`src/rtl/reaction_pkg.sv`:
```
// Shared constants for the multi-player reaction timer: FSM encoding,
// the "no valid time" sentinel and the 14-bit LFSR definition.
package reaction_pkg;

    localparam logic [2:0] IDLE   = 3'd0;
    localparam logic [2:0] LIGHTS = 3'd1;
    localparam logic [2:0] HOLD   = 3'd2;
    localparam logic [2:0] TIMING = 3'd3;
    localparam logic [2:0] DONE   = 3'd4;

    localparam int DEF_TIME_W = 14;
    localparam logic [DEF_TIME_W-1:0] SENTINEL = {DEF_TIME_W{1'b1}};

    // Fibonacci taps 14,13,12,2 expressed as bit positions 13,12,11,1.
    localparam int LFSR_W = 14;
    localparam logic [LFSR_W-1:0] LFSR_TAPS = 14'b11_1000_0000_0010;
    localparam logic [LFSR_W-1:0] LFSR_SEED = 14'h0001;

    function automatic logic [LFSR_W-1:0] lfsr_step(input logic [LFSR_W-1:0] s);
        return {s[LFSR_W-2:0], ^(s & LFSR_TAPS)};
    endfunction

endpackage

```
`src/rtl/lfsr14_free.sv`:
```
// Free-running 14-bit LFSR; advances every clock, seeded to 1 on reset.
module lfsr14_free
    import reaction_pkg::*;
(
    input  logic        CLOCK_50,
    input  logic        RESET_N,
    output logic [13:0] q
);

    always_ff @(posedge CLOCK_50 or negedge RESET_N) begin
        if (!RESET_N) q <= LFSR_SEED;
        else          q <= lfsr_step(q);
    end

endmodule

```
`src/rtl/reaction_timer_mp.sv`:
```
// N-player reaction timer: start lights, random hold, race timing with
// false-start and timeout handling, winner arbitration and best-time record.
module reaction_timer_mp
    import reaction_pkg::*;
#(
    parameter int          N_PLAYERS     = 2,
    parameter int          CLK_DIV       = 50000,
    parameter int          N_LIGHTS      = 10,
    parameter int          LIGHT_STEP_MS = 500,
    parameter int          MIN_DELAY_MS  = 200,
    parameter logic [13:0] DELAY_MASK    = 14'h0FFF,
    parameter int          MAX_REACT_MS  = 9999,
    parameter int          TIME_W        = 14
) (
    input  logic                          CLOCK_50,
    input  logic                          RESET_N,
    input  logic                          start,
    input  logic [N_PLAYERS-1:0]          react,
    output logic [N_LIGHTS-1:0]           lights,
    output logic                          busy,
    output logic                          result_valid,
    output logic [N_PLAYERS*TIME_W-1:0]   react_time,
    output logic [N_PLAYERS-1:0]          false_start,
    output logic [N_PLAYERS-1:0]          timed_out,
    output logic [2:0]                    winner,
    output logic                          winner_valid,
    output logic [TIME_W-1:0]             best_time
);

    localparam int PW = (CLK_DIV > 1) ? $clog2(CLK_DIV) : 1;
    localparam logic [TIME_W-1:0] SENT_T = {TIME_W{1'b1}};

    logic [PW-1:0]         presc_reg;
    logic                  tick;
    logic                  start_q_reg;
    logic                  accept;
    logic [2:0]            state_reg, state_next;
    logic [N_LIGHTS-1:0]   lights_reg, lights_next;
    logic [TIME_W-1:0]     ms_reg, ms_next, ms_inc;
    logic [TIME_W-1:0]     delay_reg, delay_next;
    logic [TIME_W-1:0]     rt_reg [N_PLAYERS];
    logic [TIME_W-1:0]     rt_next [N_PLAYERS];
    logic [N_PLAYERS-1:0]  fs_reg, fs_next, to_reg, to_next, lat_reg, lat_next;
    logic [2:0]            winner_reg;
    logic                  wv_reg;
    logic [TIME_W-1:0]     best_reg;
    logic [13:0]           lfsr_q;
    logic                  enter_done;
    logic                  win_found;
    logic [2:0]            win_idx;
    logic [TIME_W-1:0]     win_time;

    lfsr14_free u_lfsr (
        .CLOCK_50 (CLOCK_50),
        .RESET_N  (RESET_N),
        .q        (lfsr_q)
    );

    assign tick       = (presc_reg == PW'(CLK_DIV - 1));
    assign accept     = start & ~start_q_reg & ~busy;
    assign ms_inc     = ms_reg + TIME_W'(1);
    assign enter_done = (state_next == DONE) && (state_reg != DONE);

    always_comb begin
        state_next  = state_reg;
        lights_next = lights_reg;
        ms_next     = ms_reg;
        delay_next  = delay_reg;
        rt_next     = rt_reg;
        fs_next     = fs_reg;
        to_next     = to_reg;
        lat_next    = lat_reg;
        case (state_reg)
            IDLE, DONE: begin
                if (accept) begin
                    state_next  = LIGHTS;
                    lights_next = '0;
                    ms_next     = '0;
                    fs_next     = '0;
                    to_next     = '0;
                    lat_next    = '0;
                    for (int p = 0; p < N_PLAYERS; p++) rt_next[p] = '0;
                end
            end
            LIGHTS, HOLD: begin
                fs_next = fs_reg | react;
                for (int p = 0; p < N_PLAYERS; p++)
                    if (react[p]) rt_next[p] = SENT_T;
                if (&fs_next) begin
                    state_next  = DONE;
                    lights_next = '0;
                end else if (tick) begin
                    if (state_reg == LIGHTS) begin
                        if (ms_inc == TIME_W'(LIGHT_STEP_MS)) begin
                            ms_next     = '0;
                            lights_next = (lights_reg << 1) | N_LIGHTS'(1);
                            // The random part is sampled the moment the last light comes on.
                            if (&lights_next) begin
                                state_next = HOLD;
                                delay_next = TIME_W'(MIN_DELAY_MS) + TIME_W'(lfsr_q & DELAY_MASK);
                            end
                        end else begin
                            ms_next = ms_inc;
                        end
                    end else if (delay_reg <= TIME_W'(1)) begin
                        state_next  = TIMING;
                        lights_next = '0;
                        ms_next     = '0;
                    end else begin
                        delay_next = delay_reg - TIME_W'(1);
                    end
                end
            end
            TIMING: begin
                for (int p = 0; p < N_PLAYERS; p++) begin
                    if (react[p] && !lat_reg[p] && !fs_reg[p]) begin
                        lat_next[p] = 1'b1;
                        rt_next[p]  = ms_reg;
                    end
                end
                if (tick) ms_next = ms_inc;
                if (&(lat_next | fs_reg)) begin
                    state_next = DONE;
                end else if (tick && ms_inc == TIME_W'(MAX_REACT_MS)) begin
                    state_next = DONE;
                    for (int p = 0; p < N_PLAYERS; p++) begin
                        if (!lat_next[p] && !fs_reg[p]) begin
                            rt_next[p] = SENT_T;
                            to_next[p] = 1'b1;
                        end
                    end
                end
            end
            default: state_next = IDLE;
        endcase
    end

    // Strict less-than keeps the lowest index on a tie.
    always_comb begin
        win_found = 1'b0;
        win_idx   = '0;
        win_time  = SENT_T;
        for (int p = 0; p < N_PLAYERS; p++) begin
            if (lat_next[p] && rt_next[p] < win_time) begin
                win_found = 1'b1;
                win_idx   = 3'(p);
                win_time  = rt_next[p];
            end
        end
    end

    always_ff @(posedge CLOCK_50 or negedge RESET_N) begin
        if (!RESET_N) begin
            presc_reg   <= '0;
            start_q_reg <= 1'b0;
            state_reg   <= IDLE;
            lights_reg  <= '0;
            ms_reg      <= '0;
            delay_reg   <= '0;
            fs_reg      <= '0;
            to_reg      <= '0;
            lat_reg     <= '0;
            winner_reg  <= '0;
            wv_reg      <= 1'b0;
            best_reg    <= SENT_T;
            for (int p = 0; p < N_PLAYERS; p++) rt_reg[p] <= '0;
        end else begin
            presc_reg   <= tick ? '0 : presc_reg + PW'(1);
            start_q_reg <= start;
            state_reg   <= state_next;
            lights_reg  <= lights_next;
            ms_reg      <= ms_next;
            delay_reg   <= delay_next;
            fs_reg      <= fs_next;
            to_reg      <= to_next;
            lat_reg     <= lat_next;
            rt_reg      <= rt_next;
            if (enter_done) begin
                winner_reg <= win_idx;
                wv_reg     <= win_found;
                if (win_found && win_time < best_reg) best_reg <= win_time;
            end else if (accept) begin
                winner_reg <= '0;
                wv_reg     <= 1'b0;
            end
        end
    end

    generate
        for (genvar gi = 0; gi < N_PLAYERS; gi++) begin : g_pack
            assign react_time[gi*TIME_W +: TIME_W] = rt_reg[gi];
        end
    endgenerate

    assign lights       = lights_reg;
    assign busy         = (state_reg == LIGHTS) || (state_reg == HOLD) || (state_reg == TIMING);
    assign result_valid = (state_reg == DONE);
    assign false_start  = fs_reg;
    assign timed_out    = to_reg;
    assign winner       = winner_reg;
    assign winner_valid = wv_reg;
    assign best_time    = best_reg;

endmodule
```
`config.mk`:
```
export PLATFORM = sky130hd
export DESIGN_NAME = reaction_timer_mp
export DESIGN_NICKNAME = d
export VERILOG_FILES = /design/src/rtl/reaction_pkg.sv /design/src/rtl/lfsr14_free.sv /design/src/rtl/reaction_timer_mp.sv
export SDC_FILE = /design/constraint.sdc
export NUM_CORES = 1
export LEC_CHECK = 0
export CORE_ASPECT_RATIO = 0.8
export CORE_MARGIN = 4
export CORE_UTILIZATION = 32
export DETAILED_ROUTE_END_ITERATION = 12
export DONT_BUFFER_PORTS = 1
export PLACE_DENSITY_LB_ADDON = 0.08
export SETUP_SLACK_MARGIN = 0.15
export SLEW_MARGIN = 20
export SYNTH_ARGS = -nofsm -noshare
export SYNTH_HDL_FRONTEND = slang
export SYNTH_SLANG_ARGS = --single-unit
```
`constraint.sdc`:
```
create_clock -name CLOCK_50 -period 9.3 [get_ports CLOCK_50]
set_input_delay 2.325 -clock CLOCK_50 [delete_from_list [all_inputs] [get_ports CLOCK_50]]
set_output_delay 2.325 -clock CLOCK_50 [all_outputs]
set_load 0.02 [all_outputs]
```
==> impl_metrics.json <==
{
  "peakVddDrop_v": 0.000142,
  "synth.area.top_cells": "dfrtp_1 36%, o21ai_0 5.5%, ha_1 5.3%, dfstp_2 5.2%, nand2_1 4.1%",
  "diodes": 0,
  "synthDistinctLibCells": 77,
  "ctsHoldBuffers": 0,
  "cts_resized": 0,
  "drt_wl_total_um": 23500,
  "worstMarginPinSlew_ns": 0.896,
  "clkSinkCount": 122,
  "synthArstFlopShare_pct": 100,
  "finalClockSkew_ns": 0.0120,
  "synth-compound-area-share_pct": 21.6,
  "root_buffer": "clkbuf_16",
  "drive_gt1_share_pct": 10.7,
  "crit_end": "best_time[1]$_DFFE_PN1P_",
  "initial_core_util_pct": 33.0,
  "filler_cell_count": 2345,
  "total_power_mw": 1.77,
  "rsz0062_at_grt": "no",
  "cts_tree": "yes",
  "drtAntennaViolNets": 0,
  "grt_pass1_wl_um": 37600,
  "coreArea_um2": 22800,
  "grt_max_degree": 123,
  "max_freq_ghz": 0.124,
  "r2r-end": "best_time[1]$_DFFE_PN1P_",
  "avgSynthCellArea_um2": 8.99,
  "crit_required_ns": 9.65,
  "netlist.area_leader.share_pct": 35.6,
  "seq_power_share_pct": 41.8,
  "relSlewSlack_pct": 40.0,
  "nNetsFinal": 853,
  "synthSimpleGateAreaFrac_pct": 20.1,
  "post_drt_via_cell_ratio": 5.74,
  "setup_tns_ns": 0,
  "synthCells": 837,
  "r2r-start": "ms_reg[1]$_DFFE_PN0P_",
  "ctsLongestPathBuffers": 2,
  "synthFlopType": "dfrtp_1",
  "synth_top_family_by_area": "compound AO/OA/AOI/OAI gates",
  "grt.overflow.total": 0,
  "comb_power_share_pct": 21.7,
  "cp-end-kind": "flop",
  "leakage_nw": 3.45,
  "vias": 6512,
  "fin_crit_ns": 8.09,
  "seqCellArea_um2": 3070,
  "grt_usage_pct": 18.0,
  "drv_slew": 0,
  "area.growth.synth_to_final_pct": 10.9,
  "p_switching_mw": 0.683,
  "synth_fa_ha_area_share_pct": 5.32,
  "synth_top_area_cell": "dfrtp_1",
  "synth.yosys.seq_area_share_pct": 40.8,
  "power_frac_clock_pct": 36.5,
  "worstPathMaxFanout": 18,
  "antenna_found_initial": 0,
  "firstDrtPassIters": 5,
  "place_congestion": 0.904,
  "wl_per_cell_um": 20.7,
  "grt_pass1_vias": 6110,
  "yosys-mux-area-fraction_pct": 4.62,
  "finalHoldViolations": 0,
  "fin_crit_sh_pct": 87.0,
  "holdWs_ns": 0.386,
  "arrival_ns": 8.44,
  "rrSetupSlack_ns": 1.43,
  "cts_made_buffers": 17,
  "max-cap-violations": 0,
  "insertion_delay_ns": 0.43,
  "ys.warnings.count": 0,
  "drt_iter0_drc": 625,
  "synth_xor_area_share_pct": 3.03,
  "synth_edf_count": 0,
  "ioPinCount": 67,
  "ys_ff_latch": 122,
  "die_height_um": 145,
  "setup_viol": 0,
  "crit_type": "in2reg",
  "cts_setup_buffers": 0,
  "fp-row-count": 49,
  "hold_class": "reg2reg",
  "clkTransAtPathRegs_ns": 0.06,
  "rr_worst_depth": 25,
  "status": "finished clean",
  "die-area_um2": 26100,
  "drc": 0,
  "power_per_cell_area_nw_per_um2": 212,
  "internal_power_mw": 1.09,
  "h-tree-depth": 4,
  "start_kind": "primary input",
  "dieWidth_um": 179,
  "largest_reg_flops": 28,
  "portBuffers": 0,
  "syn_area_um2": 7530,
  "p_sw_share_pct": 38.6,
  "critPathLaunch": "react[0]",
  "multi_input_area_um2": 4150,
  "post-dp-hpwl_um": 17000
}
==> kinds of logic after synthesis <==
logic type / count (synthesis)
AOI/OAI and AO/OA: 254
xor gates and xnor gates: 26
adders and majority gates: 32
buffers and inverters: 79
DFF: 122
muxes: 29
other: 1
and+or+nand+nor: 294
==> cell usage after synthesis (all sizes together), types with 20 or more instances <==
master	instances
a31oi	20
nand3	23
nor2	68
o21ai	87
nand4	21
dfrtp	107
clkbuf	33
nand2	83
ha	32
inv	26
a21oi	43
nor3	21
==> routing by layer <==
layer	part of all wire (%)	track usage, %	vias to the layer above	routed length, um
li1	-	-	3028	-
met1	51	28.0	3232	12000
met2	40	23.7	234	9310
met3	8.7	6.46	18	2060
met4	0.85	3.96	0	201
met5	0	0	-	0
==> layout by cell type, fill, tap and decap left out, drive strengths merged, types with 4 or more instances in the layout <==
master / n
a211o: 4
a211oi: 12
a21o: 15
a21oi: 43
a22oi: 14
a2bb2oi: 5
a31oi: 20
a32oi: 4
and3: 14
and4: 4
buf: 10
clkbuf: 20
clkinv: 6
dfrtp: 107
dfstp: 15
ha: 32
inv: 30
mux2: 16
mux2i: 13
nand2: 83
nand2b: 7
nand3: 23
nand4: 21
nor2: 68
nor2b: 9
nor3: 21
nor3b: 4
nor4: 9
o21a: 14
o21ai: 87
o22a: 5
o31ai: 6
or3: 11
xnor2: 15
xor2: 11
==> area by class of cell <==
cell class,count,share of cell area [%]
clock buffers,20,5.35
clock inverters,12,1.38
inverters,28,1.26
multi-input cells,637,49.7
flip-flops and latches,122,36.8
well taps,306,4.59
repair buffers,10,0.899
==> critical path: stages <==
cell and delay [ns]:
nor3b_2 0.71, o21ai_1 0.53, a221o_1 0.50, nor2_1 0.23, ha_1 0.31, nand2_1 0.07
o21ai_0 0.09, nor4_1 0.45, nand3_1 0.15, a31oi_2 0.43, buf_4 0.31, nor2b_1 0.07
a31oi_1 0.25, ha_1 0.31, a21o_1 0.16, a21o_1 0.16, a21oi_1 0.13, nor2_1 0.05
a211oi_1 0.40, nand4_4 0.37, mux2_4 0.42
==> power by group through the flow <==
| stage | sequential (mW) | combinational, mW | clock (mW) |
|---|---|---|---|
| global route | 0.750 | 0.428 | 0.686 |
| detailed placement | 0.750 | 0.377 | 0 |
| floorplan | 0.691 | 0.295 | 0 |
| global placement | 0.751 | 0.380 | 0 |
| finish | 0.740 | 0.385 | 0.645 |
| CTS | 0.741 | 0.378 | 0.662 |
==> worst min path at each step <==
stage                           from               endpoint  depth (start not counted)
3_5_place_dp   u_lfsr.q[2]$_DFF_PN0_  u_lfsr.q[3]$_DFF_PN0_                          0
2_1_floorplan  u_lfsr.q[2]$_DFF_PN0_  u_lfsr.q[3]$_DFF_PN0_                          0
6_report       u_lfsr.q[2]$_DFF_PN0_  u_lfsr.q[3]$_DFF_PN0_                          0
3_3_place_gp   u_lfsr.q[2]$_DFF_PN0_  u_lfsr.q[3]$_DFF_PN0_                          0
4_1_cts        u_lfsr.q[2]$_DFF_PN0_  u_lfsr.q[3]$_DFF_PN0_                          0
5_1_grt        u_lfsr.q[2]$_DFF_PN0_  u_lfsr.q[3]$_DFF_PN0_                          0
==> per-stage QoR <==
stage                     instance area, um^2  std cells  util, %  setup slack (ns)
after floorplan                          7530        838        -              1.90
after global placement                   7790       1103     34.1              1.06
after detailed placement                 7790       1103     34.1             0.868
after CTS                                8350       1135     36.6              1.32
after global routing                     8350       1135     36.6             0.708
final                                    8350       1135     36.6              1.21
(Power assumes the default switching activity.)
